**src/rtl/ahb_cmd_master.sv**
```systemverilog
// ahb_cmd_master: AHB-Lite initiator issuing a command as pipelined back-to-back NONSEQ single transfers
module ahb_cmd_master #(
  parameter int CNT_WIDTH = 8
) (
  input  logic                 HCLK,
  input  logic                 HRESET,
  input  logic                 cmd_valid,
  output logic                 cmd_ready,
  input  logic [31:0]          cmd_addr,
  input  logic                 cmd_write,
  input  logic [2:0]           cmd_size,
  input  logic [CNT_WIDTH-1:0] cmd_len,
  input  logic [31:0]          wr_data,
  output logic                 wr_pop,
  output logic                 rd_valid,
  output logic [31:0]          rd_data,
  output logic                 done,
  output logic                 err,
  output logic [31:0]          HADDR,
  output logic [1:0]           HTRANS,
  output logic                 HWRITE,
  output logic [2:0]           HSIZE,
  output logic [2:0]           HBURST,
  output logic [31:0]          HWDATA,
  input  logic [31:0]          HRDATA,
  input  logic                 HREADY,
  input  logic                 HRESP
);
  localparam logic [1:0] HT_IDLE = 2'b00;
  localparam logic [1:0] HT_NONSEQ = 2'b10;
  // ERR covers the second cycle of a two-cycle ERROR response
  typedef enum logic [2:0] {S_IDLE, S_ADDR, S_PIPE, S_LAST, S_ERR} state_t;
  state_t state, state_nx;
  logic [CNT_WIDTH-1:0] cnt;
  logic accept, in_data, addr_done, data_ok, err_first, err_end, more;
  // state register
  always_ff @(posedge HCLK) begin
    if (HRESET) state <= S_IDLE;
    else state <= state_nx;
  end
  // phase decode and next state; an ERROR first cycle blocks completion of the pending address phase
  always_comb begin
    in_data = state == S_PIPE || state == S_LAST;
    accept = cmd_valid && state == S_IDLE;
    addr_done = HREADY && (state == S_ADDR || (state == S_PIPE && !HRESP));
    data_ok = HREADY && !HRESP && in_data;
    err_first = in_data && HRESP && !HREADY;
    err_end = HREADY && (state == S_ERR || (in_data && HRESP));
    more = cnt != '0;
    state_nx = accept ? S_ADDR :
               (err_end || (data_ok && state == S_LAST)) ? S_IDLE :
               err_first ? S_ERR :
               addr_done ? (more ? S_PIPE : S_LAST) : state;
  end
  // command handshake, write-source pop and the fixed burst type
  always_comb begin
    cmd_ready = state == S_IDLE;
    wr_pop = addr_done && HWRITE;
    HBURST = 3'b000;
  end
  // registered bus outputs, beat counter and completion pulses
  always_ff @(posedge HCLK) begin
    if (HRESET) begin
      HADDR <= '0;
      HTRANS <= HT_IDLE;
      HWRITE <= 1'b0;
      HSIZE <= '0;
      HWDATA <= '0;
      rd_data <= '0;
      rd_valid <= 1'b0;
      done <= 1'b0;
      err <= 1'b0;
      cnt <= '0;
    end else begin
      rd_valid <= data_ok && !HWRITE;
      done <= err_end || (data_ok && state == S_LAST);
      err <= err_end;
      if (accept) begin
        HADDR <= cmd_addr;
        HTRANS <= HT_NONSEQ;
        HWRITE <= cmd_write;
        HSIZE <= cmd_size;
        cnt <= cmd_len;
      end
      if (addr_done && HWRITE) HWDATA <= wr_data;
      if (addr_done && more) begin
        HADDR <= HADDR + (32'd1 << HSIZE);
        cnt <= cnt - CNT_WIDTH'(1);
      end
      if ((addr_done && !more) || err_first || err_end) HTRANS <= HT_IDLE;
      if (data_ok && !HWRITE) rd_data <= HRDATA;
    end
  end
endmodule
```
**config.mk**
```make
export PLATFORM = sky130hd
export DESIGN_NAME = ahb_cmd_master
export DESIGN_NICKNAME = d
export VERILOG_FILES = /design/src/rtl/ahb_cmd_master.sv
export SDC_FILE = /design/constraint.sdc
export NUM_CORES = 1
export LEC_CHECK = 0
export ABC_CLOCK_PERIOD_IN_PS = 3000
export BUFFER_PORTS_ARGS = -buffer_cell sky130_fd_sc_hd__buf_2
export CAP_MARGIN = 20
export CORE_MARGIN = 1.5
export CORE_UTILIZATION = 25
export DETAILED_ROUTE_END_ITERATION = 7
export PLACE_DENSITY_LB_ADDON = 0.08
export SLEW_MARGIN = 5
export SYNTH_ARGS = -nofsm -noshare
export SYNTH_HDL_FRONTEND = slang
export SYNTH_SLANG_ARGS = --single-unit
```
**constraint.sdc**
```tcl
create_clock -name HCLK -period 3 [get_ports HCLK]
set_input_delay 0.9 -clock HCLK [delete_from_list [all_inputs] [get_ports HCLK]]
set_output_delay 0.9 -clock HCLK [all_outputs]
set_load 0.005 [all_outputs]
```
==> results of run 1 <==
flip-flops by register name, indices dropped and copies added, names as in the netlist:
| register | count |
|---|---|
| rd_data | 32 |
| HADDR | 32 |
| cnt | 8 |
| done | 1 |
| state | 3 |
| HTRANS | 1 |
| err | 1 |
| HWDATA | 32 |
| rd_valid | 1 |
| HWRITE | 1 |
| HSIZE | 3 |
metrics by stage:
step	cell area, um2	hold WS, ns	instances	setup WS (ns)	total power, W
final	7470	0.450	1208	0.300	0.00427
after global routing	7470	0.468	1208	0.0848	0.00449
after floorplan	5520	0.453	715	0.101	0.00199
after CTS	7470	0.452	1208	0.294	0.00435
after global placement	6890	0.441	1176	0.319	0.00227
after detailed placement	6890	0.444	1176	0.303	0.00226
power groups by stage:
stage	Sequential, W	Clock, W	Combinational, W
2_1_floorplan	0.00168	0	0.000312
3_3_place_gp	0.00172	0	0.000549
3_5_place_dp	0.00171	0	0.000544
4_1_cts	0.00168	0.00212	0.000546
5_1_grt	0.00169	0.00219	0.000608
6_report	0.00168	0.00205	0.000540
layout by cell type, fill, tap and decap left out, drive strengths merged, types with 10 or more instances in the layout:
cell	count
a21oi	91
or4	12
clkbuf	18
dfxtp	115
nand3	11
inv	10
o21ai	10
a31oi	22
o211ai	11
buf	236
nand4	11
nor2	17
or3	14
nand2	204
worst max-delay path by stage:
stage / end / slack (ns) / cells after the start
global route: HADDR[12]$_SDFFE_PP0P_ / 0.08 / 7
floorplan: wr_pop / 0.10 / 6
CTS: wr_pop / 0.29 / 5
finish: HADDR[20]$_SDFFE_PP0P_ / 0.30 / 7
detailed placement: wr_pop / 0.30 / 6
global placement: wr_pop / 0.32 / 6
critical path: stages (launching register included):
cell and delay, ns:
dfxtp_1 0.50, nor3b_1 0.38, fa_1 0.32, a211oi_1 0.13
o211ai_1 0.31, nand2_1 0.28, or4_1 0.53, a31oi_1 0.17
final cells by class:
class,count,area share
clock buffers,18,0.0574
repair buffers,236,0.168
flip-flops and latches,115,0.308
inverters,6,0.00301
multi-input cells,539,0.396
clock inverters,14,0.0206
well taps,280,0.0469
cell families after synthesis:
| logic type | count (synthesis) | share of synthesized area |
|---|---|---|
| AO/OA/AOI/OAI | 189 | 0.214 |
| multiplexers | 3 | 0.00545 |
| adder cells (fa/ha/maj) | 10 | 0.0241 |
| XOR/XNOR | 7 | 0.0111 |
| other | 1 | 0.000681 |
| AND/OR/NAND/NOR | 326 | 0.279 |
| buffers and inverters | 61 | 0.0472 |
| flip-flops | 115 | 0.418 |
routing by layer:
layer | wire [um] | global-route usage | up-vias
met1 | 9280 | 0.239 | 2741
met4 | 259 | 0.0524 | 2
met2 | 8740 | 0.253 | 184
met3 | 1530 | 0.0539 | 18
li1 | - | - | 2943
met5 | 13 | 0 | -
==> metrics.md, run 1 <==
| Metric | Value |
|---|---|
| # diodes | `0` |
| Tcrit/Tclk final | `0.900` |
| Outcome | `finished clean` |
| P_leak | `3.11 nW` |
| VDD IR max | `0.314 mV` |
| Clk_lat worst skew | `0.42 ns` |
| Clk pwr share | `0.480` |
| Pwr Density | `572 nW/um2` |
| Hold Vio Cnt, Final | `0` |
| Most common cell in the netlist | `nand2_1` |
| DRC Markers | `0` |
| Total CTS buffers | `17` |
| H-tree depth | `4` |
| Min Tclk post-route | `2.70 ns` |
| Yosys top cell by area | `dfxtp_1` |
| Crit Path Category | `reg -> reg` |
| Ys flop type | `dfxtp_1` |
| Multi-input logic area | `2960 um2` |
| Number of cell rows | `54` |
| Fillers | `2375` |
| EDFF count, synth | `0` |
| Arrival @ worst endpoint | `around 3.0 ns` |
| Area delta synth->final | `35.7%` |
| DP Wirelength | `roughly 14000 um` |
| Final setup skew | `0.0125 ns` |
| # clock sinks | `115` |
| R2r setup slk | `0.30 ns` |
| Slew Limit Fails | `0` |
| Top cells by area, synth | `dfxtp_1 42%, nand2_1 14%, a21oi_1 8.3%` |
| Worst slew margin | `0.428` |
| First-pass DRT Iterations | `4` |
| Fmax | `0.370 GHz` |
| Final setup vio count | `0` |
| Largest net degree at the start of global routing | `73` |
| Post-CTS Setup Bufs | `0` |
| Via count | `5888` |
| GRT Residual Overflow | `0` |
| Setup crit end kind | `flip-flop` |
| Fraction of layout cells with a size suffix above 1 | `0.297` |
| Port bufs | `218` |
| R2r worst-path depth | `7` |
| Worst setup SP type | `flip-flop` |
| Clock Root Buffer | `clkbuf_16` |
| Max_cap viols | `0` |
| Worst-path fanout max | `10` |
| Tot GR Track Use | `0.172` |
| FF-to-FF Start | `HSIZE[0]$_SDFFE_PP0P_` |
| Worst Path Required | `3.34 ns` |
| Worst hold path type | `reg -> reg` |
| Routability cong. | `between 0.7 and 0.8` |
| Yosys cell types | `63` |
| TritonCTS clock tree | `yes` |
| DRT Wirelength | `19800 um` |
| Storage cell area | `2300 um2` |
| Final ANT Viol Nets | `0` |
| Syn avg cell area | `just under 8 um2` |
| Post-Synthesis Cells | `between 700 and 800` |
| Internal | `between 0.003 and 0.004 W` |
| Ys Warns | `0` |
| DR iter-0 viols | `~260` |
| Vias per inst | `about 4.9` |
| Worst-case clock buffer depth | `2` |
| #FFs+latches synth | `115` |
| Post-cts sizing count | `0` |
| Die area | `about 23000 um2` |
| Sequential share of the synthesized area | `0.418` |
| Util after Layout | `0.345` |
| IO Count | `223` |
| Crit path launch | `HSIZE[0]$_SDFFE_PP0P_` |
| Top post-synthesis cells by count | `204 x nand2_1, 115 x dfxtp_1, 91 x a21oi_1` |
| Initial antenna violation count | `1` |
| Hold EP | `rd_data[30]$_SDFFE_PP0P_` |
| First-pass GRT wire length | `30400 um` |
| CTS Hold Bufs | `0` |
| Logic gate share of total power | `0.126` |
| FFs w/ async S/R, synth | `0` |
| RSZ-0062 raised after global routing | `false` |
| Floorplan die height | `151 um` |
| Starting density of the core | `0.254` |
| Reg power frac | `0.394` |
| Yosys top cell area share | `0.418` |
| Vias in the first global route | `between 5000 and 6000` |
| Worst-path clk slew | `0.06 ns` |
| Die X | `151 um` |
| Nets | `about 1000` |
| Sw frac | `0.283` |
| Worst Hold Launch | `rd_data[30]$_SDFFE_PP0P_` |
| Area of the mapped netlist | `5510 um2` |
| Slew @ Worst Pin | `0.836 ns` |
| Wire length per cell | `16.4 um` |
| Cell count of the worst hold path | `2` |
| Setup TNS Final | `0 ns` |
| Reg2reg end | `HADDR[20]$_SDFFE_PP0P_` |
| Switching pwr | `around 0.0012 W` |
| Core Box Area | `21700 um2` |
(Power assumes the default switching activity.)
==> run 2, diff against run 1 <==
- CTS_BUF_LIST: unset -> sky130_fd_sc_hd__clkbuf_8
==> metrics.md, run 2 (synthesized netlist as in run 1, its figures left out) <==
| Metric | Value |
|---|---|
| Slew Limit Fails | `0` |
| Final setup skew | `0.0181 ns` |
| Worst-path fanout max | `10` |
| Top delay family on crit path | `simple AND/OR/NAND/NOR gates` |
| Multi-input logic area | `around 3000 um2` |
| Vias per inst | `4.84` |
| RSZ-0062 raised after global routing | `false` |
| Slowest-stage cell, CP | `or4_1` |
| DR iter-0 viols | `335` |
| Final setup vio count | `0` |
| Internal | `0.00257 W` |
| Routability cong. | `0.766` |
| Setup TNS Final | `0 ns` |
| R2r setup slk | `0.28 ns` |
| Tot GR Track Use | `0.171` |
| Biggest regs | `HADDR: 32 flops, HWDATA: 32 flops, rd_data: 32 flops` |
| Buffers & Inverters on Critical Path | `0` |
| Most frequent cells in the layout | `217 x buf_2, 204 x nand2_1, 115 x dfxtp_1` |
| Wire length per cell | `16.4 um` |
| Worst-case clock buffer depth | `2` |
| Min Tclk post-route | `2.72 ns` |
| Die area | `22900 um2` |
| DRT Wirelength | `19800 um` |
| Fillers | `2400` |
| Core Box Area | `around 22000 um2` |
| Arrival @ worst endpoint | `3.08 ns` |
| Via count | `5852` |
| Tot Pwr | `0.00371 W` |
| P_leak | `3.03 nW` |
| # diodes | `0` |
| Fin area | `7280 um2` |
| Worst slew margin | `0.410` |
| CP Cell Sequence | `nor3b_1, fa_1, a211oi_1, o211ai_1, nand2_1, or4_1, a31oi_1` |
| Most common cell after layout, fill and taps aside | `buf_2` |
| First-pass GRT wire length | `between 30000 and 40000 um` |
| Worst hold path type | `reg -> reg` |
| Fmax | `roughly 0.37 GHz` |
| Initial antenna violation count | `1` |
| Clock Root Buffer | `clkbuf_8` |
| Vias in the first global route | `about 5500` |
| Post-cts sizing count | `0` |
| Hold EP | `rd_data[30]$_SDFFE_PP0P_` |
| TritonCTS clock tree | `yes` |
| GRT Residual Overflow | `0` |
| Number of cell rows | `54` |
| Die X | `151 um` |
| First-pass DRT Iterations | `4` |
| DRC Markers | `0` |
| Worst setup SP type | `flip-flop` |
| Port bufs | `218` |
| Clk_lat worst skew | `0.44 ns` |
| FF-to-FF Start | `HSIZE[0]$_SDFFE_PP0P_` |
| Worst Hold Launch | `rd_data[30]$_SDFFE_PP0P_` |
| H-tree depth | `4` |
| Final ANT Viol Nets | `0` |
| Post-Place Cell Area | `6890 um2` |
| Crit Path Category | `reg -> reg` |
| Switching pwr | `approximately 0.0011 W` |
| Hold Vio Cnt, Final | `0` |
| Worst-path clk slew | `0.08 ns` |
| Max_cap viols | `0` |
| Outcome | `finished clean` |
| Starting density of the core | `0.254` |
| Crit path launch | `HSIZE[0]$_SDFFE_PP0P_` |
| Setup crit end kind | `flip-flop` |
| VDD IR max | `approximately 0.22 mV` |
| Post-CTS Setup Bufs | `0` |
| Fraction of layout cells with a size suffix above 1 | `0.297` |
| Floorplan die height | `151 um` |
| Area delta synth->final | `32.2%` |
| CTS Hold Bufs | `0` |
| Worst Path Required | `3.36 ns` |
| Reg power frac | `0.453` |
| Logic gate share of total power | `0.146` |
| DP Wirelength | `13900 um` |
| Pwr Density | `509 nW/um2` |
| Clk pwr share | `0.401` |
| Sw frac | `0.306` |
| Slew @ Worst Pin | `0.862 ns` |
| Largest net degree at the start of global routing | `73` |
| Tcrit/Tclk final | `0.907` |
| Slowest stage delay, CP | `between 0.5 and 0.6 ns` |
| Total CTS buffers | `17` |
| Nets | `1038` |
| Reg2reg end | `HADDR[20]$_SDFFE_PP0P_` |
| Storage cell area | `2300 um2` |
| Cell count of the worst hold path | `2` |
| # clock sinks | `115` |
| R2r worst-path depth | `7` |
| IO Count | `223` |
-- run 2: cell count changes in the layout (fill, tap and decap cells not counted), sizes merged --
cell    change
clkbuf      -1
inv         +1
-- run 2: how the worst max path moves through the flow --
| stage | cells after the start | slack, ns | endpoint |
|---|---|---|---|
| finish | 7 | 0.28 | HADDR[20]$_SDFFE_PP0P_ |
| global route | 7 | 0.08 | HADDR[12]$_SDFFE_PP0P_ |
| CTS | 5 | 0.26 | wr_pop |
| detailed placement | 6 | 0.30 | wr_pop |
| global placement | 6 | 0.32 | wr_pop |
| floorplan | 6 | 0.10 | wr_pop |
-- run 2: through the flow --
| stage | std cells | utilization | setup WS (ns) | hold slack (ns) |
|---|---|---|---|---|
| after floorplan | 715 | - | 0.101 | 0.453 |
| after detailed placement | 1176 | 0.318 | 0.303 | 0.444 |
| after CTS | 1208 | 0.336 | 0.256 | 0.455 |
| final | 1208 | 0.336 | 0.280 | 0.452 |
| after global routing | 1208 | 0.336 | 0.0778 | 0.471 |
| after global placement | 1176 | 0.318 | 0.319 | 0.441 |
-- run 2: power groups by stage --
| stage | logic, W | registers, W | clock network, W |
|---|---|---|---|
| global route | 0.000608 | 0.00169 | 0.00162 |
| global placement | 0.000549 | 0.00172 | 0 |
| CTS | 0.000546 | 0.00168 | 0.00155 |
| floorplan | 0.000312 | 0.00168 | 0 |
| detailed placement | 0.000544 | 0.00171 | 0 |
| finish | 0.000540 | 0.00168 | 0.00149 |
-- run 2: metal layers --
| metal | global-route usage | up-vias | routed length, um |
|---|---|---|---|
| met2 | 0.251 | 160 | 8730 |
| met3 | 0.0512 | 16 | 1290 |
| met5 | 0 | - | 13 |
| li1 | - | 2944 | - |
| met1 | 0.240 | 2730 | 9490 |
| met4 | 0.0466 | 2 | 255 |
-- run 2: cell type report --
cell class,count,area share
Multi-Input combinational cell,539,0.407
Sequential cell,115,0.316
Timing Repair Buffer,236,0.172
Tap cell,280,0.0481
Clock buffer,17,0.0321
Clock inverter,15,0.0216
Inverter,6,0.00309
-- run 2: tightest hold or removal path: stages (launching register included) --
cell and delay (ns):
dfxtp_1 0.31, nand2_1 0.05, a21oi_1 0.05
==> run 3, diff against run 2 <==
- ABC_CLOCK_PERIOD_IN_PS: 3000 -> 3250
- clock period: 3 -> 3.25 ns (I/O delays scaled with it)
==> metrics.md, run 3 (synthesized netlist as in run 1, its figures left out) <==
| Metric | Value |
|---|---|
| Worst setup SP type | `input pin` |
| Wire length per cell | `16.1 um` |
| Tcrit/Tclk final | `0.894` |
| P_leak | `3.01 nW` |
| Reg2reg end | `HADDR[28]$_SDFFE_PP0P_` |
| Initial antenna violation count | `1` |
| Fin area | `7270 um2` |
| Top delay family on crit path | `buffers and inverters` |
| Crit Path Category | `in -> out` |
| DR iter-0 viols | `approximately 320` |
| Buffers & Inverters on Critical Path | `3` |
| Min Tclk post-route | `about 2.9 ns` |
| Slew @ Worst Pin | `0.874 ns` |
| Area delta synth->final | `32.1%` |
| Slew Limit Fails | `0` |
| First-pass DRT Iterations | `4` |
| Routability cong. | `0.772` |
| Arrival @ worst endpoint | `1.93 ns` |
| Post-CTS Setup Bufs | `0` |
| Met3 WL | `between 1000 and 1500 um` |
| Most frequent cells in the layout | `217 x buf_2, 204 x nand2_1, 115 x dfxtp_1` |
| Nets | `just over 1000` |
| DRT Wirelength | `19500 um` |
| Tot GR Track Use | `0.169` |
| Core Box Area | `around 22000 um2` |
| CTS Hold Bufs | `0` |
| Clk_lat worst skew | `0.43 ns` |
| Hold Vio Cnt, Final | `0` |
| Final ANT Viol Nets | `0` |
| Via count | `approximately 6000` |
| Stages on the worst setup path | `6` |
| Setup TNS Final | `0 ns` |
| Largest net degree at the start of global routing | `58` |
| Slowest stage delay, CP | `0.28 ns` |
| Slowest-stage cell, CP | `o211a_2` |
| Floorplan die height | `151 um` |
| Post-Place Cell Area | `6900 um2` |
| DRC Markers | `0` |
| Worst hold path type | `reg -> reg` |
| Worst slew margin | `0.402` |
| DP Wirelength | `13800 um` |
| Pwr Density | `456 nW/um2` |
| FF-to-FF Start | `HSIZE[0]$_SDFFE_PP0P_` |
| Starting density of the core | `0.254` |
| Hold EP | `HWDATA[24]$_SDFFE_PP0P_` |
| First-pass GRT wire length | `30100 um` |
| Die X | `151 um` |
| Routed metal-1 wire length | `9260 um` |
| Vias in the first global route | `5561` |
| GRT Residual Overflow | `0` |
| Worst Path Required | `between 2 and 2.5 ns` |
| Worst Hold Launch | `HWDATA[24]$_SDFFE_PP0P_` |
| Clock Root Buffer | `clkbuf_8` |
| Final setup skew | `0.0189 ns` |
| H-tree depth | `4` |
| Fmax | `0.344 GHz` |
| Final setup vio count | `0` |
| Highest Signal Layer | `met5` |
| Setup crit end kind | `output port` |
| # clock sinks | `115` |
| R2r setup slk | `between 0.4 and 0.5 ns` |
| Fraction of layout cells with a size suffix above 1 | `0.297` |
| Port bufs | `218` |
| RSZ-0062 raised after global routing | `false` |
| Max_cap viols | `0` |
| Finished Layout Cells | `1207` |
| Worst-path clk slew | `0.07 ns` |
| Number of cell rows | `54` |
| Worst-case clock buffer depth | `2` |
| Biggest regs | `HADDR: 32 flops, HWDATA: 32 flops, rd_data: 32 flops` |
| Dpl cells | `1174` |
| TritonCTS clock tree | `yes` |
| Hold slack final | `between 0.4 and 0.5 ns` |
| Most common cell after layout, fill and taps aside | `buf_2` |
| Top cell by count, worst path | `buf_2` |
| Post-cts sizing count | `0` |
| Cell count of the worst hold path | `2` |
| Routed wl met2 | `roughly 8600 um` |
| Outcome | `finished clean` |
| Worst-path fanout max | `10` |
| Die area | `between 20000 and 25000 um2` |
| R2r worst-path depth | `7` |
| VDD IR max | `0.250 mV` |
| CP Cell Sequence | `buf_2, nor2b_1, o211a_2, nand2_1, inv_1, buf_2` |
| IO Count | `223` |
| Total CTS buffers | `17` |
| Vias per inst | `4.83` |
==> run 3: changes by cell type in the layout (fill, tap and decap cells not counted), moves of 2 or more <==
cell,delta
clkinvlp_4,+2
inv_6,-2
buf_4,-4
buf_12,+2
==> run 3: where the power goes <==
part / internal, W / leakage (nW) / switching [W] / total [W]
registers: 0.00147 / 0.934 / 0.0000793 / 0.00155
clock network: 0.000607 / 0.174 / 0.000662 / 0.00127
logic: 0.000218 / 1.90 / 0.000278 / 0.000497
total: 0.00229 / 3.01 / 0.00102 / 0.00331
==> run 3: layout make-up <==
class	instances	area (um2)
clock inverter	15	135
tap	280	350
clock buffer	17	234
antenna	1	2.50
inverter	6	22.5
multi-input combinational	539	2960
sequential	115	2300
timing repair buffer	234	1260
fill	2425	14400
==> run 3: how the worst max path moves through the flow <==
stage / start / end / slack, ns
after floorplan: HREADY / wr_pop / 0.20
after global placement: HREADY / wr_pop / 0.35
after detailed placement: HREADY / wr_pop / 0.32
after CTS: HREADY / wr_pop / 0.32
after global routing: HSIZE[0]$_SDFFE_PP0P_ / HADDR[20]$_SDFFE_PP0P_ / 0.09
final: HREADY / wr_pop / 0.34
==> run 3: metal layers <==
layer,vias to the layer above,GRT usage
li1,2936,-
met1,2708,0.234
met2,162,0.249
met3,20,0.0494
met4,2,0.0529
met5,-,0
==> run 3: stage by stage <==
| step | setup WS (ns) | power [W] | util |
|---|---|---|---|
| finish | 0.343 | 0.00331 | 0.335 |
| global route | 0.0879 | 0.00350 | 0.335 |
| CTS | 0.321 | 0.00339 | 0.335 |
| detailed placement | 0.321 | 0.00208 | 0.318 |
| global placement | 0.355 | 0.00209 | 0.318 |
| floorplan | 0.201 | 0.00184 | - |
==> run 3: worst min-delay path, stage by stage, from the launching register on <==
cell     delay (ns)
dfxtp_1        0.31
nand2_1        0.05
a21oi_1        0.05
